[src/rtl/dvi_pkg.sv]
// rtl/dvi_pkg.sv - shared state encoding and default 640x480@60 raster timing
package dvi_pkg;

    typedef enum logic [1:0] {
        ST_IDLE   = 2'd0,
        ST_WARMUP = 2'd1,
        ST_RUN    = 2'd2,
        ST_DRAIN  = 2'd3
    } state_e;

    localparam int RGB_W = 24;

    localparam int DEF_H_ACTIVE = 640;
    localparam int DEF_H_FP     = 16;
    localparam int DEF_H_SYNC   = 96;
    localparam int DEF_H_BP     = 48;
    localparam int DEF_V_ACTIVE = 480;
    localparam int DEF_V_FP     = 10;
    localparam int DEF_V_SYNC   = 2;
    localparam int DEF_V_BP     = 33;

endpackage

[src/rtl/dvi_timing_counter.sv]
// rtl/dvi_timing_counter.sv - h/v raster counters with end-of-frame flag and region decode
module dvi_timing_counter
    import dvi_pkg::*;
#(
    parameter int H_ACTIVE = DEF_H_ACTIVE,
    parameter int H_FP     = DEF_H_FP,
    parameter int H_SYNC   = DEF_H_SYNC,
    parameter int H_BP     = DEF_H_BP,
    parameter int V_ACTIVE = DEF_V_ACTIVE,
    parameter int V_FP     = DEF_V_FP,
    parameter int V_SYNC   = DEF_V_SYNC,
    parameter int V_BP     = DEF_V_BP,
    localparam int H_TOTAL = H_ACTIVE + H_FP + H_SYNC + H_BP,
    localparam int V_TOTAL = V_ACTIVE + V_FP + V_SYNC + V_BP,
    localparam int HW      = $clog2(H_TOTAL),
    localparam int VW      = $clog2(V_TOTAL)
) (
    input  logic          clk_i,
    input  logic          rst_ni,
    input  logic          en_i,
    input  logic          clr_i,
    output logic [HW-1:0] h_o,
    output logic [VW-1:0] v_o,
    output logic          eof_o,
    output logic          active_o,
    output logic          hs_o,
    output logic          vs_o
);

    logic [HW-1:0] h_q, h_d;
    logic [VW-1:0] v_q, v_d;
    logic          h_last, v_last;

    assign h_last = (int'(h_q) == H_TOTAL - 1);
    assign v_last = (int'(v_q) == V_TOTAL - 1);

    always_comb begin
        h_d = h_q;
        v_d = v_q;
        if (clr_i) begin
            h_d = '0;
            v_d = '0;
        end else if (en_i) begin
            if (h_last) begin
                h_d = '0;
                v_d = v_last ? '0 : v_q + 1'b1;
            end else begin
                h_d = h_q + 1'b1;
            end
        end
    end

    always_ff @(posedge clk_i or negedge rst_ni) begin
        if (!rst_ni) begin
            h_q <= '0;
            v_q <= '0;
        end else begin
            h_q <= h_d;
            v_q <= v_d;
        end
    end

    // Line and frame order: active, front porch, sync, back porch
    assign h_o      = h_q;
    assign v_o      = v_q;
    assign eof_o    = h_last && v_last;
    assign active_o = (int'(h_q) < H_ACTIVE) && (int'(v_q) < V_ACTIVE);
    assign hs_o     = (int'(h_q) >= H_ACTIVE + H_FP) && (int'(h_q) < H_ACTIVE + H_FP + H_SYNC);
    assign vs_o     = (int'(v_q) >= V_ACTIVE + V_FP) && (int'(v_q) < V_ACTIVE + V_FP + V_SYNC);

endmodule

[src/rtl/dvi_link_sequencer.sv]
// rtl/dvi_link_sequencer.sv - link start/stop FSM, pixel handshake and registered encoder-side outputs
module dvi_link_sequencer
    import dvi_pkg::*;
#(
    parameter int   H_ACTIVE       = DEF_H_ACTIVE,
    parameter int   H_FP           = DEF_H_FP,
    parameter int   H_SYNC         = DEF_H_SYNC,
    parameter int   H_BP           = DEF_H_BP,
    parameter int   V_ACTIVE       = DEF_V_ACTIVE,
    parameter int   V_FP           = DEF_V_FP,
    parameter int   V_SYNC         = DEF_V_SYNC,
    parameter int   V_BP           = DEF_V_BP,
    parameter logic HS_POL         = 1'b0,
    parameter logic VS_POL         = 1'b0,
    parameter int   STARTUP_FRAMES = 2
) (
    input  logic             i_pxlclk,
    input  logic             i_rstn,
    input  logic             i_enable,
    input  logic [RGB_W-1:0] i_pix_data,
    input  logic             i_pix_valid,
    output logic             o_pix_ready,
    output logic             o_sof,
    output logic [RGB_W-1:0] o_rgb,
    output logic             o_de,
    output logic             o_hsync,
    output logic             o_vsync,
    output logic [1:0]       o_state,
    output logic             o_underrun,
    input  logic             i_clr_underrun
);

    localparam int H_TOTAL = H_ACTIVE + H_FP + H_SYNC + H_BP;
    localparam int V_TOTAL = V_ACTIVE + V_FP + V_SYNC + V_BP;
    localparam int HW      = $clog2(H_TOTAL);
    localparam int VW      = $clog2(V_TOTAL);
    localparam int FW      = $clog2(STARTUP_FRAMES + 1);

    state_e           state_q;
    logic [FW-1:0]    frm_q;
    logic [HW-1:0]    h_pos;
    logic [VW-1:0]    v_pos;
    logic             eof, active, hs, vs;
    logic             running, streaming, go_idle, pix_ready, underrun_set;
    logic             de_q, hsync_q, vsync_q, underrun_q;
    logic [RGB_W-1:0] rgb_q;

    assign running   = (state_q != ST_IDLE);
    assign streaming = (state_q == ST_RUN) || (state_q == ST_DRAIN);
    assign go_idle   = ((state_q == ST_WARMUP) && !i_enable) ||
                       ((state_q == ST_DRAIN) && !i_enable && eof);

    dvi_timing_counter #(
        .H_ACTIVE (H_ACTIVE),
        .H_FP     (H_FP),
        .H_SYNC   (H_SYNC),
        .H_BP     (H_BP),
        .V_ACTIVE (V_ACTIVE),
        .V_FP     (V_FP),
        .V_SYNC   (V_SYNC),
        .V_BP     (V_BP)
    ) u_timing (
        .clk_i    (i_pxlclk),
        .rst_ni   (i_rstn),
        .en_i     (running),
        .clr_i    (go_idle),
        .h_o      (h_pos),
        .v_o      (v_pos),
        .eof_o    (eof),
        .active_o (active),
        .hs_o     (hs),
        .vs_o     (vs)
    );

    // Ready depends only on registered position/state so upstream sees no combinational loop
    assign pix_ready    = streaming && active;
    assign underrun_set = pix_ready && !i_pix_valid;

    always_ff @(posedge i_pxlclk or negedge i_rstn) begin
        if (!i_rstn) begin
            state_q <= ST_IDLE;
            frm_q   <= '0;
        end else begin
            case (state_q)
                ST_IDLE: begin
                    frm_q <= '0;
                    if (i_enable) state_q <= ST_WARMUP;
                end
                ST_WARMUP: begin
                    if (!i_enable) begin
                        state_q <= ST_IDLE;
                    end else if (eof) begin
                        if (int'(frm_q) == STARTUP_FRAMES - 1) state_q <= ST_RUN;
                        else                                   frm_q   <= frm_q + 1'b1;
                    end
                end
                ST_RUN: begin
                    if (!i_enable) state_q <= ST_DRAIN;
                end
                ST_DRAIN: begin
                    if (i_enable)  state_q <= ST_RUN;
                    else if (eof)  state_q <= ST_IDLE;
                end
                default: state_q <= ST_IDLE;
            endcase
        end
    end

    always_ff @(posedge i_pxlclk or negedge i_rstn) begin
        if (!i_rstn) begin
            de_q       <= 1'b0;
            rgb_q      <= '0;
            hsync_q    <= ~HS_POL;
            vsync_q    <= ~VS_POL;
            underrun_q <= 1'b0;
        end else begin
            de_q    <= pix_ready;
            rgb_q   <= (pix_ready && i_pix_valid) ? i_pix_data : '0;
            hsync_q <= (running && hs) ? HS_POL : ~HS_POL;
            vsync_q <= (running && vs) ? VS_POL : ~VS_POL;
            if (underrun_set)        underrun_q <= 1'b1;
            else if (i_clr_underrun) underrun_q <= 1'b0;
        end
    end

    assign o_pix_ready = pix_ready;
    assign o_sof       = pix_ready && (h_pos == '0) && (v_pos == '0);
    assign o_rgb       = rgb_q;
    assign o_de        = de_q;
    assign o_hsync     = hsync_q;
    assign o_vsync     = vsync_q;
    assign o_state     = state_q;
    assign o_underrun  = underrun_q;

endmodule
[config.mk]
export PLATFORM = sky130hd
export DESIGN_NAME = dvi_link_sequencer
export DESIGN_NICKNAME = d
export VERILOG_FILES = /design/src/rtl/dvi_pkg.sv /design/src/rtl/dvi_timing_counter.sv /design/src/rtl/dvi_link_sequencer.sv
export SDC_FILE = /design/constraint.sdc
export NUM_CORES = 1
export LEC_CHECK = 0
export CAP_MARGIN = 20
export CORE_MARGIN = 2
export CORE_UTILIZATION = 52
export DETAILED_ROUTE_END_ITERATION = 10
export GPL_ROUTABILITY_DRIVEN = 0
export PLACE_DENSITY = 0.85
export REMOVE_ABC_BUFFERS = 1
export SETUP_SLACK_MARGIN = 0.2
export SLEW_MARGIN = 20
export SYNTH_ARGS = -nofsm -noshare
export SYNTH_HDL_FRONTEND = slang
export SYNTH_HIERARCHICAL = 1
export SYNTH_SLANG_ARGS = --single-unit
[constraint.sdc]
create_clock -name i_pxlclk -period 6.7 [get_ports i_pxlclk]
set_clock_uncertainty 0.15 [all_clocks]
set_input_delay 1.34 -clock i_pxlclk [delete_from_list [all_inputs] [get_ports i_pxlclk]]
set_output_delay 1.34 -clock i_pxlclk [all_outputs]
set_load 0.05 [all_outputs]
==> results by group, run 1 <==
Status
  • Outcome: finished, final reports clean

Power
  • Total power divided by cell area: 200 nW/µm²
  • Relative contribution of sequential cells to total power: 0.513
  • Standby leakage power: 1.34 nW
  • Total Power: 631 µW
  • Combinational group share of total power: 0.121
  • Sw frac: 0.232
  • Net switching component of the power: 146 µW
  • Fraction of power consumed by the clock network: 0.366
  • Worst VDD drop: 0.000155 V
  • Internal power: 485 µW

CTS
  • Number of buffers created by CTS: 5
  • Buffers inserted during post-CTS setup optimization: 0
  • Latest clock arrival within the worst-skew pair: 0.31 ns
  • CTS Buffer Depth: 2
  • Clock transition at the register clock pins on the worst setup and hold paths after CTS: 0.08 ns
  • CTS root buf: clkbuf_8
  • TritonCTS clock tree: done
  • CTS sink cnt: 52
  • Cts-stage hold buffer count: 0
  • Number of levels the H-tree was split into: 2
  • Resized cells post-CTS: 0

Drt
  • Wire length after detailed routing: 5.29 mm
  • Initial DRC Count: 343
  • Routed via count: 1957
  • Average routed wire per standard cell: 15.6 µm
  • Residual DRC: 0
  • Residual antenna-violating net count after detailed routing: 0
  • Count of TritonRoute iterations in the first routing pass: 4
  • Avg Vias per Cell: 5.77

STA
  • Transition time at the pin with the least slew margin: 0.621 ns
  • Fin. max-slew vios: 0
  • Final critical delay including setup and external delays: 4.00 ns
  • Fmax: 250 MHz
  • Total negative slack for setup checks: 0 ns
  • Final worst path period share: 0.597
  • Hold Vio Cnt, Final: 0
  • Setup repair after global routing missed its margin: false
  • Count of final setup violators: 0
  • Max-slew headroom at the worst pin: 0.581

Logic synthesis
  • Most frequently used flop master after synthesis: dfrtp_1
  • Cell with the most instances after synthesis: dfrtp_1
  • Top cell type's share of synthesized area: 0.521
  • Distinct cell type count after synthesis: 41
  • Post-synth design cell area: 2400 µm²
  • Most area-consuming cells after synthesis: dfrtp_1 (52%), and2_1 (7.3%), ha_1 (2.6%)
  • YS warnings: 6
  • Number of enable-type register cells in the synthesized netlist: 0
  • Library cell with the largest summed area after synthesis: dfrtp_1
  • Share of flip-flops with an asynchronous set or reset: 1.00
  • Most frequent cells after synthesis: dfrtp_1 (50), and2_1 (28), nand2_1 (15)
  • Syn avg cell area: 10.5 µm²
  • Fraction of the yosys area taken by sequential cells: 0.543
  • Number of cells produced by synthesis: 229
  • Flops & latches, synth: 52

Cells and area
  • Area used by multi-input combinational logic: 1010 µm²
  • Post-layout util: 0.714
  • Growth of design area from synthesis to finish: 31.1%
  • Fraction of layout instances using a drive strength above 1: 0.0662
  • Fill cell instance count of the final layout: 311
  • Layout net count: 320
  • Sequential cell area in the final layout: 1300 µm²
  • Antenna diode count: 0

Floorplan
  • Horizontal die dimension: 72.0 µm
  • IO Count: 61
  • Standard-cell rows: 24
  • Area of the die: 5180 µm²
  • Initial Utilization: 0.544
  • Die Y-Extent: 72.0 µm
  • Area of the core: 4410 µm²

Critical path
  • Cell-by-cell trace of the critical path: and4_1, nor2_1, nand2_1, nor3_1, clkdlybuf4s50_1
  • Data arrival time at the worst-slack endpoint: 2.51 ns
  • CP max FO: 9
  • Crit path max-delay cell type: clkdlybuf4s50_1
  • Required time at the worst-slack endpoint: 5.21 ns
  • Critical path class: reg -> out
  • Critical Path Sink Type: output pin
  • Crit path largest cell delay: 0.84 ns
  • Worst Setup Start Kind: flop

Global routing
  • Pin count of the biggest net entering global routing: 53
  • Overall global routing resource usage: 0.223
  • Vias in the first global route: 1855
  • Global-route met2 utilization: 0.341
  • Initial antenna violation count: 0
  • Congestion Overflow GR: 0
  • Global routing's busiest layer: met2
  • First-pass GRT wire length: 8.78 mm
  • Met3 global-route usage: 0.125
  • Met1 routing resource usage after global routing: 0.274

Worst hold path
  • Min-delay worst type: reg -> reg

Flow run
  • Max-capacitance violation count: 0

Place
  • Count of input and output buffers: 60
  • Dpl hpwl: 3.76 mm
final cells by class:
class	count	area share
inverter	11	0.0131
clock inverter	1	0.00953
multi-input combinational	155	0.321
clock buffer	7	0.0306
sequential	52	0.414
tap	52	0.0207
timing repair buffer	61	0.191
registers in the layout, summed over array words and instances, names as in the netlist, named ones only:
register	cells
o_rgb	24
u_timing/h_o	10
u_timing/v_o	10
frm_q	2
o_de	1
o_hsync	1
o_state	1
o_underrun	1
o_vsync	1
layer usage:
layer / vias up / routed length, µm
li1: 919 / -
met3: 10 / 756
met5: - / 0
met4: 0 / 82
met2: 108 / 2370
met1: 920 / 2090
critical path, delay by kind of cell, from the launching register on:
kind	cells	cell delay [ns]
flops	1	0.50
simple gates	4	0.87
buf+inv	1	0.84
power by group through the flow:
stage | clock [mW] | combinational, mW | sequential [mW]
2_1_floorplan | 0 | 0.00674 | 0.360
3_3_place_gp | 0 | 0.0768 | 0.330
3_5_place_dp | 0 | 0.0773 | 0.330
4_1_cts | 0.235 | 0.0777 | 0.324
5_1_grt | 0.250 | 0.0814 | 0.325
6_report | 0.231 | 0.0763 | 0.324
path summary, 6_finish.rpt:
path | from | end | slack, ns | cells after the start
min in group asynchronous | i_rstn | u_timing/h_o[9] | 0.98 | 2
max in group asynchronous | i_rstn | o_rgb[2] | 5.00 | 2
worst max register to register | u_timing/v_o[0] | u_timing/v_o[2] | 3.45 | 11
worst min-delay path | frm_q[1] | frm_q[1] | 0.36 | 1
worst min register to register | frm_q[1] | frm_q[1] | 0.36 | 1
worst max-delay path | u_timing/v_o[5] | o_sof | 2.70 | 5
metrics by stage:
step                hold slack, ns  std cells  setup slack [ns]  instance area, µm²
detailed placement           0.347        331              3.08                3020
floorplan                    0.329        218              3.18                2360
global placement             0.343        331              3.20                3020
global route                 0.407        339              2.61                3150
CTS                          0.370        339              2.72                3150
finish                       0.364        339              2.70                3150
placed cells by master, fill, tap and decap left out, drive strengths merged, types with 6 or more instances in the layout:
cell / n
clkdlybuf4s50: 59
dfrtp: 50
and2: 28
nand2: 15
nor2: 13
inv: 11
nand3: 10
o21ai: 9
nand4: 7
clkbuf: 7
and3: 6
nor4: 6
kinds of logic (layout without fill, tap and decap cells):
group,after synthesis,in the layout,synth area share
xor+xnor,8,8,0.0292
fa+ha+maj,5,5,0.0260
compound gates,36,36,0.108
flops,52,52,0.543
buf+inv,22,80,0.0365
simple gates,104,104,0.249
mux,2,2,0.00885
No activity file was read; power rests on OpenSTA's default activity.
==> run 2, diff against run 1 <==
--- a/config.mk
+++ b/config.mk
@@ -7,10 +7,10 @@
 export LEC_CHECK = 0
 export CAP_MARGIN = 20
 export CORE_MARGIN = 2
-export CORE_UTILIZATION = 52
+export CORE_UTILIZATION = 49
 export DETAILED_ROUTE_END_ITERATION = 10
 export GPL_ROUTABILITY_DRIVEN = 0
-export PLACE_DENSITY = 0.85
+export PLACE_DENSITY = 0.81
 export REMOVE_ABC_BUFFERS = 1
 export SETUP_SLACK_MARGIN = 0.2
 export SLEW_MARGIN = 20
==> constraint.sdc (replaced) <==
create_clock -name i_pxlclk -period 4 [get_ports i_pxlclk]
set_clock_uncertainty 0.15 [all_clocks]
set_input_delay 0.8 -clock i_pxlclk [delete_from_list [all_inputs] [get_ports i_pxlclk]]
set_output_delay 0.8 -clock i_pxlclk [all_outputs]
set_load 0.05 [all_outputs]
==> results by group, run 2 (synthesis gave the netlist of run 1 again) <==
Power
  • Relative contribution of sequential cells to total power: 0.524
  • Fraction of power consumed by the clock network: 0.352
  • Worst VDD drop: 0.000253 V
  • Combinational group share of total power: 0.124
  • Net switching component of the power: 255 µW
  • Internal power: 781 µW
  • Sw frac: 0.246
  • Standby leakage power: 1.33 nW
  • Total power divided by cell area: 328 nW/µm²

Status
  • Outcome: finished, final reports clean

Cells and area
  • Area used by multi-input combinational logic: 1010 µm²
  • Design Area, Final: 3150 µm²
  • Number of non-filler instances in the completed layout: 354
  • Growth of design area from synthesis to finish: 31.3%
  • Antenna diode count: 0
  • Number of flip-flops in the largest register: 24
  • Most common cell after layout, fill and taps aside: clkdlybuf4s50_1
  • Fraction of layout instances using a drive strength above 1: 0.0627
  • Layout net count: 320
  • Top library cells by usage in the layout, fill and taps aside: clkdlybuf4s50_1 (59), dfrtp_1 (50), and2_1 (28)
  • Sequential cell area in the final layout: 1300 µm²
  • Fill cell instance count of the final layout: 362

Critical path
  • Crit-path most repeated cell: nand2_1
  • Critical path class: reg -> out
  • Required time at the worst-slack endpoint: 3.05 ns
  • Cell-by-cell trace of the critical path: o21ai_0, nand2_1, nor2_1, nand2_1, nor3_1, clkdlybuf4s50_1
  • Critical Path Sink Type: output pin
  • Data arrival time at the worst-slack endpoint: 2.49 ns
  • Crit path largest cell delay: 0.84 ns
  • CP max FO: 7
  • Crit path max-delay cell type: clkdlybuf4s50_1
  • Worst Setup Start Kind: flop

CTS
  • CTS root buf: clkbuf_8
  • CTS sink cnt: 52
  • Number of buffers created by CTS: 5
  • Cts-stage hold buffer count: 0
  • TritonCTS clock tree: done
  • CTS Buffer Depth: 2
  • Clock transition at the register clock pins on the worst setup and hold paths after CTS: 0.10 ns
  • Buffers inserted during post-CTS setup optimization: 0
  • Latest clock arrival within the worst-skew pair: 0.31 ns
  • Number of levels the H-tree was split into: 2
  • Resized cells post-CTS: 0

Floorplan
  • IO Count: 61
  • Initial Utilization: 0.509
  • Area of the die: 5480 µm²
  • Horizontal die dimension: 74.0 µm
  • Area of the core: 4720 µm²
  • Standard-cell rows: 25
  • Die Y-Extent: 74.0 µm

STA
  • Final worst path period share: 0.860
  • Final critical delay including setup and external delays: 3.44 ns
  • Hold Vio Cnt, Final: 0
  • Total negative slack for setup checks: 0 ns
  • Fin. max-slew vios: 0
  • Count of final setup violators: 0
  • Setup repair after global routing missed its margin: false
  • Fmax: 291 MHz
  • Max-slew headroom at the worst pin: 0.579
  • Transition time at the pin with the least slew margin: 0.623 ns

Global routing
  • Overall global routing resource usage: 0.215
  • Congestion Overflow GR: 0
  • Pin count of the biggest net entering global routing: 33
  • Initial antenna violation count: 0
  • First-pass GRT wire length: 8.87 mm
  • Vias in the first global route: 1946

Place
  • Instance area at placement: 3040 µm²
  • Number of instances in the placed design: 346
  • Count of input and output buffers: 60
  • Dpl hpwl: 3.80 mm

Worst hold path
  • Min-delay worst type: in -> async

Drt
  • Residual antenna-violating net count after detailed routing: 0
  • Routed via count: 1919
  • Count of TritonRoute iterations in the first routing pass: 4
  • Wire length after detailed routing: 5.18 mm
  • Avg Vias per Cell: 5.42
  • Residual DRC: 0
  • Average routed wire per standard cell: 14.6 µm
  • Initial DRC Count: 182

Flow run
  • Max-capacitance violation count: 0
==> run 2: area by class of cell <==
cell class                      instances  area share
Clock buffer                            6      0.0230
Clock inverter                          2      0.0123
Inverter                               11      0.0131
Multi-Input combinational cell        155       0.321
Sequential cell                        52       0.413
Tap cell                               67      0.0266
Timing Repair Buffer                   61       0.191
==> run 2: power groups by stage <==
stage | clock network [mW] | registers, mW | logic (mW)
final | 0.365 | 0.543 | 0.128
after global routing | 0.396 | 0.544 | 0.136
after CTS | 0.373 | 0.543 | 0.130
after detailed placement | 0 | 0.553 | 0.130
after global placement | 0 | 0.553 | 0.129
after floorplan | 0 | 0.603 | 0.0113
==> run 2: layer usage <==
metal | routed length (µm) | share of wire | vias to the layer above | global-route usage
met5 | 0 | 0 | - | 0
met4 | 51 | 0.0099 | 0 | 0.0667
met3 | 607 | 0.12 | 5 | 0.102
met2 | 2380 | 0.46 | 86 | 0.335
met1 | 2140 | 0.41 | 913 | 0.266
li1 | - | - | 915 | -
==> run 2: path summary, 6_finish.rpt <==
path / cells past startpoint / start / endpoint / slack (ns)
worst max-delay path: 6 / u_timing/h_o[7] / o_sof / 0.56
worst min-delay path: 1 / i_rstn / u_timing/v_o[2] / 0.28
worst max register to register: 10 / u_timing/h_o[0] / u_timing/v_o[2] / 0.95
worst min register to register: 1 / frm_q[1] / frm_q[1] / 0.37
max in group asynchronous: 2 / i_rstn / o_rgb[7] / 2.64
min in group i_pxlclk: 1 / frm_q[1] / frm_q[1] / 0.37
==> run 2: stage by stage <==
stage	hold WS [ns]	utilization	power (mW)	worst slack (ns)
after floorplan	0.329	-	0.614	1.02
final	0.282	0.668	1.04	0.559
after global routing	0.310	0.668	1.08	0.376
after detailed placement	0.349	0.644	0.683	0.898
after global placement	0.343	0.644	0.681	0.919
after CTS	0.293	0.668	1.05	0.554
==> run 2: worst max-delay path: cells and delay by family, from the launching register on <==
kind	cells	cell delay, ns
flops	1	0.49
simple gates	4	0.58
buf+inv	1	0.84
compound gates	1	0.27
